--- config.mk ---
export PLATFORM = sky130hd
export DESIGN_NAME = btb_branch_predictor
export DESIGN_NICKNAME = d
export VERILOG_FILES = /design/src/rtl/btb_branch_predictor.sv
export SDC_FILE = /design/constraint.sdc
export NUM_CORES = 2
export LEC_CHECK = 0
export ABC_AREA = 0
export CAP_MARGIN = 40
export CORE_MARGIN = 8
export CORE_UTILIZATION = 40
export DETAILED_ROUTE_END_ITERATION = 8
export PLACE_DENSITY_LB_ADDON = 0.12
export SKIP_CTS_REPAIR_TIMING = 1
export SYNTH_ARGS = -nofsm -noshare
export SYNTH_HDL_FRONTEND = slang
export SYNTH_SLANG_ARGS = --single-unit
--- constraint.sdc ---
create_clock -name CLK -period 6.3 [get_ports CLK]
set_input_delay 1.26 -clock CLK [delete_from_list [all_inputs] [get_ports CLK]]
set_output_delay 1.26 -clock CLK [all_outputs]
set_load 0.01 [all_outputs]
--- src/rtl/btb_branch_predictor.sv ---
// Direct-mapped branch target buffer with 2-bit saturating counters.
// Fetch reads the prediction combinationally; EX/MEM resolves and trains.

module btb_entry #(
  parameter int         ADDR_W   = 32,
  parameter int         TAG_W    = 26,
  parameter logic [1:0] CTR_INIT = 2'b01
) (
  input  logic              clk,
  input  logic              rst_n,
  input  logic              flush,
  input  logic              sel,
  input  logic              upd_taken,
  input  logic [TAG_W-1:0]  upd_tag,
  input  logic [ADDR_W-1:0] upd_target,
  output logic              valid,
  output logic [TAG_W-1:0]  tag,
  output logic [ADDR_W-1:0] target,
  output logic [1:0]        ctr
);

  logic tag_hit;

  assign tag_hit = valid && (tag == upd_tag);

  // Flush wins over training; tag/target are left stale since valid gates them.
  always_ff @(posedge clk or negedge rst_n) begin
    if (!rst_n) begin
      valid  <= 1'b0;
      tag    <= '0;
      target <= '0;
      ctr    <= CTR_INIT;
    end else if (flush) begin
      valid <= 1'b0;
      ctr   <= CTR_INIT;
    end else if (sel) begin
      if (tag_hit) begin
        if (upd_taken) begin
          target <= upd_target;
          if (ctr != 2'b11) ctr <= ctr + 2'b01;
        end else if (ctr != 2'b00) begin
          ctr <= ctr - 2'b01;
        end
      end else if (upd_taken) begin
        valid  <= 1'b1;
        tag    <= upd_tag;
        target <= upd_target;
        ctr    <= 2'b10;
      end
    end
  end

endmodule

module btb_branch_predictor #(
  parameter int         ADDR_W   = 32,
  parameter int         ENTRIES  = 16,
  parameter logic [1:0] CTR_INIT = 2'b01,
  parameter int         CNT_W    = 16
) (
  input  logic              CLK,
  input  logic              nRST,
  input  logic [ADDR_W-1:0] fetch_pc,
  output logic              pred_taken,
  output logic [ADDR_W-1:0] pred_npc,
  input  logic              upd_en,
  input  logic [ADDR_W-1:0] upd_pc,
  input  logic              upd_taken,
  input  logic [ADDR_W-1:0] upd_target,
  input  logic              upd_pred_taken,
  input  logic [ADDR_W-1:0] upd_pred_npc,
  input  logic              flush,
  output logic              mispredict,
  output logic [ADDR_W-1:0] redirect_pc,
  output logic [CNT_W-1:0]  mispredict_cnt
);

  localparam int IDX_W = $clog2(ENTRIES);
  localparam int TAG_W = ADDR_W - IDX_W - 2;

  logic [ENTRIES-1:0]             valid;
  logic [ENTRIES-1:0][TAG_W-1:0]  tag;
  logic [ENTRIES-1:0][ADDR_W-1:0] target;
  logic [ENTRIES-1:0][1:0]        ctr;
  logic [ENTRIES-1:0]             upd_sel;

  logic [IDX_W-1:0] fetch_idx, upd_idx;
  logic [TAG_W-1:0] fetch_tag, upd_tag;
  logic             fetch_hit, wrong;

  assign fetch_idx = fetch_pc[IDX_W+1:2];
  assign fetch_tag = fetch_pc[ADDR_W-1:IDX_W+2];
  assign upd_idx   = upd_pc[IDX_W+1:2];
  assign upd_tag   = upd_pc[ADDR_W-1:IDX_W+2];

  always_comb begin
    upd_sel = '0;
    for (int i = 0; i < ENTRIES; i++)
      upd_sel[i] = upd_en && (upd_idx == IDX_W'(i));
  end

  for (genvar i = 0; i < ENTRIES; i++) begin : g_entry
    btb_entry #(
      .ADDR_W  (ADDR_W),
      .TAG_W   (TAG_W),
      .CTR_INIT(CTR_INIT)
    ) u_entry (
      .clk       (CLK),
      .rst_n     (nRST),
      .flush     (flush),
      .sel       (upd_sel[i]),
      .upd_taken (upd_taken),
      .upd_tag   (upd_tag),
      .upd_target(upd_target),
      .valid     (valid[i]),
      .tag       (tag[i]),
      .target    (target[i]),
      .ctr       (ctr[i])
    );
  end

  // Lookup sees pre-update state; a same-cycle write shows up next cycle.
  assign fetch_hit  = valid[fetch_idx] && (tag[fetch_idx] == fetch_tag);
  assign pred_taken = fetch_hit && ctr[fetch_idx][1];
  assign pred_npc   = pred_taken ? target[fetch_idx] : fetch_pc + ADDR_W'(4);

  assign wrong = upd_en && ((upd_taken != upd_pred_taken) ||
                            (upd_taken && (upd_target != upd_pred_npc)));

  // Detection and the counter are independent of flush.
  always_ff @(posedge CLK or negedge nRST) begin
    if (!nRST) begin
      mispredict     <= 1'b0;
      redirect_pc    <= '0;
      mispredict_cnt <= '0;
    end else begin
      mispredict <= wrong;
      if (wrong) begin
        redirect_pc <= upd_taken ? upd_target : upd_pc + ADDR_W'(4);
        if (mispredict_cnt != {CNT_W{1'b1}}) mispredict_cnt <= mispredict_cnt + CNT_W'(1);
      end
    end
  end

endmodule

==> summary.txt <==
GRT
  – Initial antenna violation count: 7
  – Vias in the first global route: 36100
  – Congestion Overflow GR: 0
  – Largest net degree at the start of global routing: 164
  – Global-route wire length before repair: 278000 um
  – Tot GR Track Use: 25.9%

Yosys
  – Mapped Nets: 4153
  – Main combinational cell family by area after synthesis: multiplexers
  – Mux contribution to synthesized area: 32.7%
  – Top post-synthesis cells by count: 1009 x dfrtp_1, 955 x mux2_2, 352 x xnor2_1
  – Adder-cell share of the synthesized area: 0.139%
  – Mapped Cells: 4013
  – Most used DFF post-synth: dfrtp_1
  – Top cell type's share of synthesized area: 46.7%
  – Seq cells post-synth: 1025
  – Cell Area, Synth: 0.0540 sq mm
  – Compound-Gate Fraction of Synth Area: 2.34%
  – Synth Area per Inst: 13.5 sq um
  – Post-Synth XOR/XNOR Area: 8.97%
  – Count leader, synth: dfrtp_1
  – Simple-gate portion of the synthesized area: 5.09%
  – Yosys warns: 0
  – Sequential area share after synthesis: 47.5%
  – Distinct cells, synth: 68
  – Async S/R FF share, synth: 100%
  – Top post-synthesis cells by area: dfrtp_1 47%, mux2_2 20%, mux4_2 11%
  – Synth area leader: dfrtp_1
  – Post-synth EDFFs: 0

STA
  – Max-slew headroom: 31.9%
  – Worst slew pin tran: 1.02 ns
  – Hold Vio Cnt, Final: 0
  – Setup-failing EPs final: 0
  – Final worst path period share: 98.0%
  – Fin Hold WS: 0.493 ns
  – PnR worst setup slack: 0.125 ns
  – Fin crit period: 6.17 ns
  – RSZ-0062 raised after global routing: false
  – Fmax: 0.162 GHz
  – Skew final: 0.0403 ns
  – Slew Limit Fails: 0

Setup path
  – Cell family with most CP delay: buffers and inverters
  – Cells on worst reg2reg path: 8
  – Worst r2r dst: g_entry[4].u_entry.tag[18]
  – CP bufs+invs: 5
  – Critical-path cell list: buf_12 -> buf_12 -> mux4_2 -> mux2i_1 -> xnor2_1 -> o41ai_4 -> nand4_1 -> nor4_4 -> buf_12 -> buf_12 -> mux2_2 -> clkdlybuf4s50_1
  – Slowest stage delay, CP: 0.51 ns
  – Required @ worst endpoint: 5.04 ns
  – R2R Setup Slk: 2.89 ns
  – R2R Path Start: g_entry[4].u_entry.tag[14]
  – Worst Setup End Kind: output pin
  – Crit path top cell by count: buf_12
  – Max FO, Critical Path: 29
  – Worst path arrival time: 4.91 ns
  – WS Path Type: primary input to output pin
  – CP max stage cell: mux4_2
  – Critical Path Source Type: primary input

Min path
  – Hold_sp: mispredict_cnt[9]
  – Min-Delay Path Depth: 1
  – HP Class: register to register
  – Worst Hold Path EP: mispredict_cnt[9]

Job
  – Max-Cap Viols: 0

Floorplan
  – Die Y: 383 um
  – Cell Rows: 135
  – Initial core utilization: 40.1%
  – Die ar.: 0.147 sq mm
  – # IOs: 216
  – Core box area: 0.135 sq mm
  – Die width: 383 um

Pwr
  – Peak supply drop: 277 uV
  – Internal: 13700 uW
  – Sw power: 5290 uW
  – PD cells: 301 mW/mm^2
  – Reg power frac: 43.3%
  – Part of the power in combinational logic: 17.3%
  – P_leak: 0.0273 uW
  – Switching share of power: 27.9%
  – Total power draw: 19000 uW
  – Clock share of power: 39.4%

Placement
  – Port-buffer cells: 215
  – DPL Wire Length: 136000 um
  – GP Congestion: 0.951
  – Cell Area, Placed: 0.0587 sq mm
  – Pre-CTS setup slack: -0.0561 ns

CTS
  – CTS Buf Count: 116
  – Clock Latency Late Sink: 0.76 ns
  – CTS tree: built
  – Clock-pin slew on the worst setup and hold paths: 0.06 ns
  – CTS Buffer Depth: 3
  – CTS H-tree lvls: 3
  – Clock sinks: 1025
  – Clock Tree Root: clkbuf_16

Finish
  – Util after Layout: 46.7%
  – Fin area: 0.0630 sq mm
  – Final #Nets: 4318
  – Fill cells: 12200
  – Synth-to-Final Area Change: 16.6%
  – Share of cells above drive strength 1: 40.8%

Detailed routing
  – Antenna-violating nets left: 0
  – Drt via density: 5.84
  – WL/cell: 31.9 um
  – Vias: 35400
  – Initial DRT Pass Iterations: 5
  – Initial DRC count: 3342
  – WL final: 193000 um
  – Remaining DRCs: 0

Run status
  – Status: completed
-- cell type report --
cell class              instances  area (sq um)  area share, %
inverters                      35           131          0.209
flip-flops and latches       1025         25700           40.8
multi-input cells            2587         26800           42.6
repair buffers                413          3910           6.21
clock buffers                 161          3350           5.32
diodes                          2          5.00        0.00795
well taps                    1781          2230           3.54
clock inverters                53           885           1.40
-- routing by layer --
metal | global-route usage (%) | part of all wire (%) | wire length [um]
met2 | 41.6 | 47 | 90800
met1 | 36.0 | 43 | 83900
met4 | 9.05 | 3.8 | 7250
met3 | 3.81 | 5.7 | 11000
met5 | 0 | 0 | 0
-- how the worst max path moves through the flow --
| stage | slack (ns) | cells after the start | from | endpoint |
|---|---|---|---|---|
| 5_1_grt | 0.02 | 13 | fetch_pc[2] | pred_npc[7] |
| 4_1_cts | -0.07 | 12 | fetch_pc[2] | pred_npc[0] |
| 3_3_place_gp | -0.04 | 12 | fetch_pc[2] | pred_npc[0] |
| 6_report | 0.13 | 12 | fetch_pc[3] | pred_npc[0] |
| 3_5_place_dp | -0.06 | 12 | fetch_pc[2] | pred_npc[0] |
| 2_1_floorplan | 0.99 | 9 | fetch_pc[2] | pred_npc[0] |
-- cell families after synthesis --
| family | count (synthesis) |
|---|---|
| adder cells (fa/ha/maj) | 6 |
| multiplexers | 1300 |
| AO/OA/AOI/OAI | 203 |
| flip-flops | 1025 |
| buffers and inverters | 401 |
| XOR/XNOR | 553 |
| AND/OR/NAND/NOR | 525 |
-- cell usage in the layout (no fill, tap or decap), types with 6 or more instances in the layout --
cell	count
nor3_2	12
a31oi_1	9
nand2_1	79
clkbuf_1	18
xnor2_1	352
nor2b_1	12
clkbuf_16	118
clkinv_2	22
ha_1	6
mux2_4	30
and3_1	15
buf_12	26
a21oi_1	52
mux2i_1	49
mux2_2	955
nand4_1	108
clkbuf_8	26
nor2_1	91
mux4_2	262
nor3_1	38
a221o_1	7
o22ai_1	20
and2_1	16
xor2_1	201
o21ai_0	74
inv_1	35
nand3_1	48
nor2_4	11
nor4_1	46
dfrtp_1	1009
buf_4	168
bufinv_16	19
dfstp_2	16
clkdlybuf4s50_1	182
nand2b_1	7
buf_2	27
-- power groups by stage --
stage | combinational (uW) | clock (uW) | sequential (uW)
4_1_cts | 3280 | 7640 | 8200
3_5_place_dp | 3260 | 0 | 8320
3_3_place_gp | 3220 | 0 | 8310
2_1_floorplan | 2130 | 0 | 8010
5_1_grt | 3480 | 7890 | 8310
6_report | 3270 | 7480 | 8220
-- registers in the layout (all words and copies together), names as in the netlist --
signal                  flops
g_entry.u_entry.ctr        32
mispredict                  1
redirect_pc                32
g_entry.u_entry.target    512
mispredict_cnt             16
g_entry.u_entry.valid      16
g_entry.u_entry.tag       416
-- worst register-to-register path, stage by stage, from the launching register on --
cell and delay [ns]:
dfrtp_1 0.45, xnor2_1 0.48, nand4_1 0.20, nor4_1 0.68
nand4_1 0.58, inv_1 0.20, nor3_2 0.05, buf_4 0.28
mux2_2 0.36
-- metrics by stage --
step	setup TNS, ns	instances
floorplan	0	4013
global placement	-0.196	5835
detailed placement	-0.361	5840
CTS	-0.906	6054
global route	0	6055
finish	0	6057
Power figures use the tool's default switching activity.
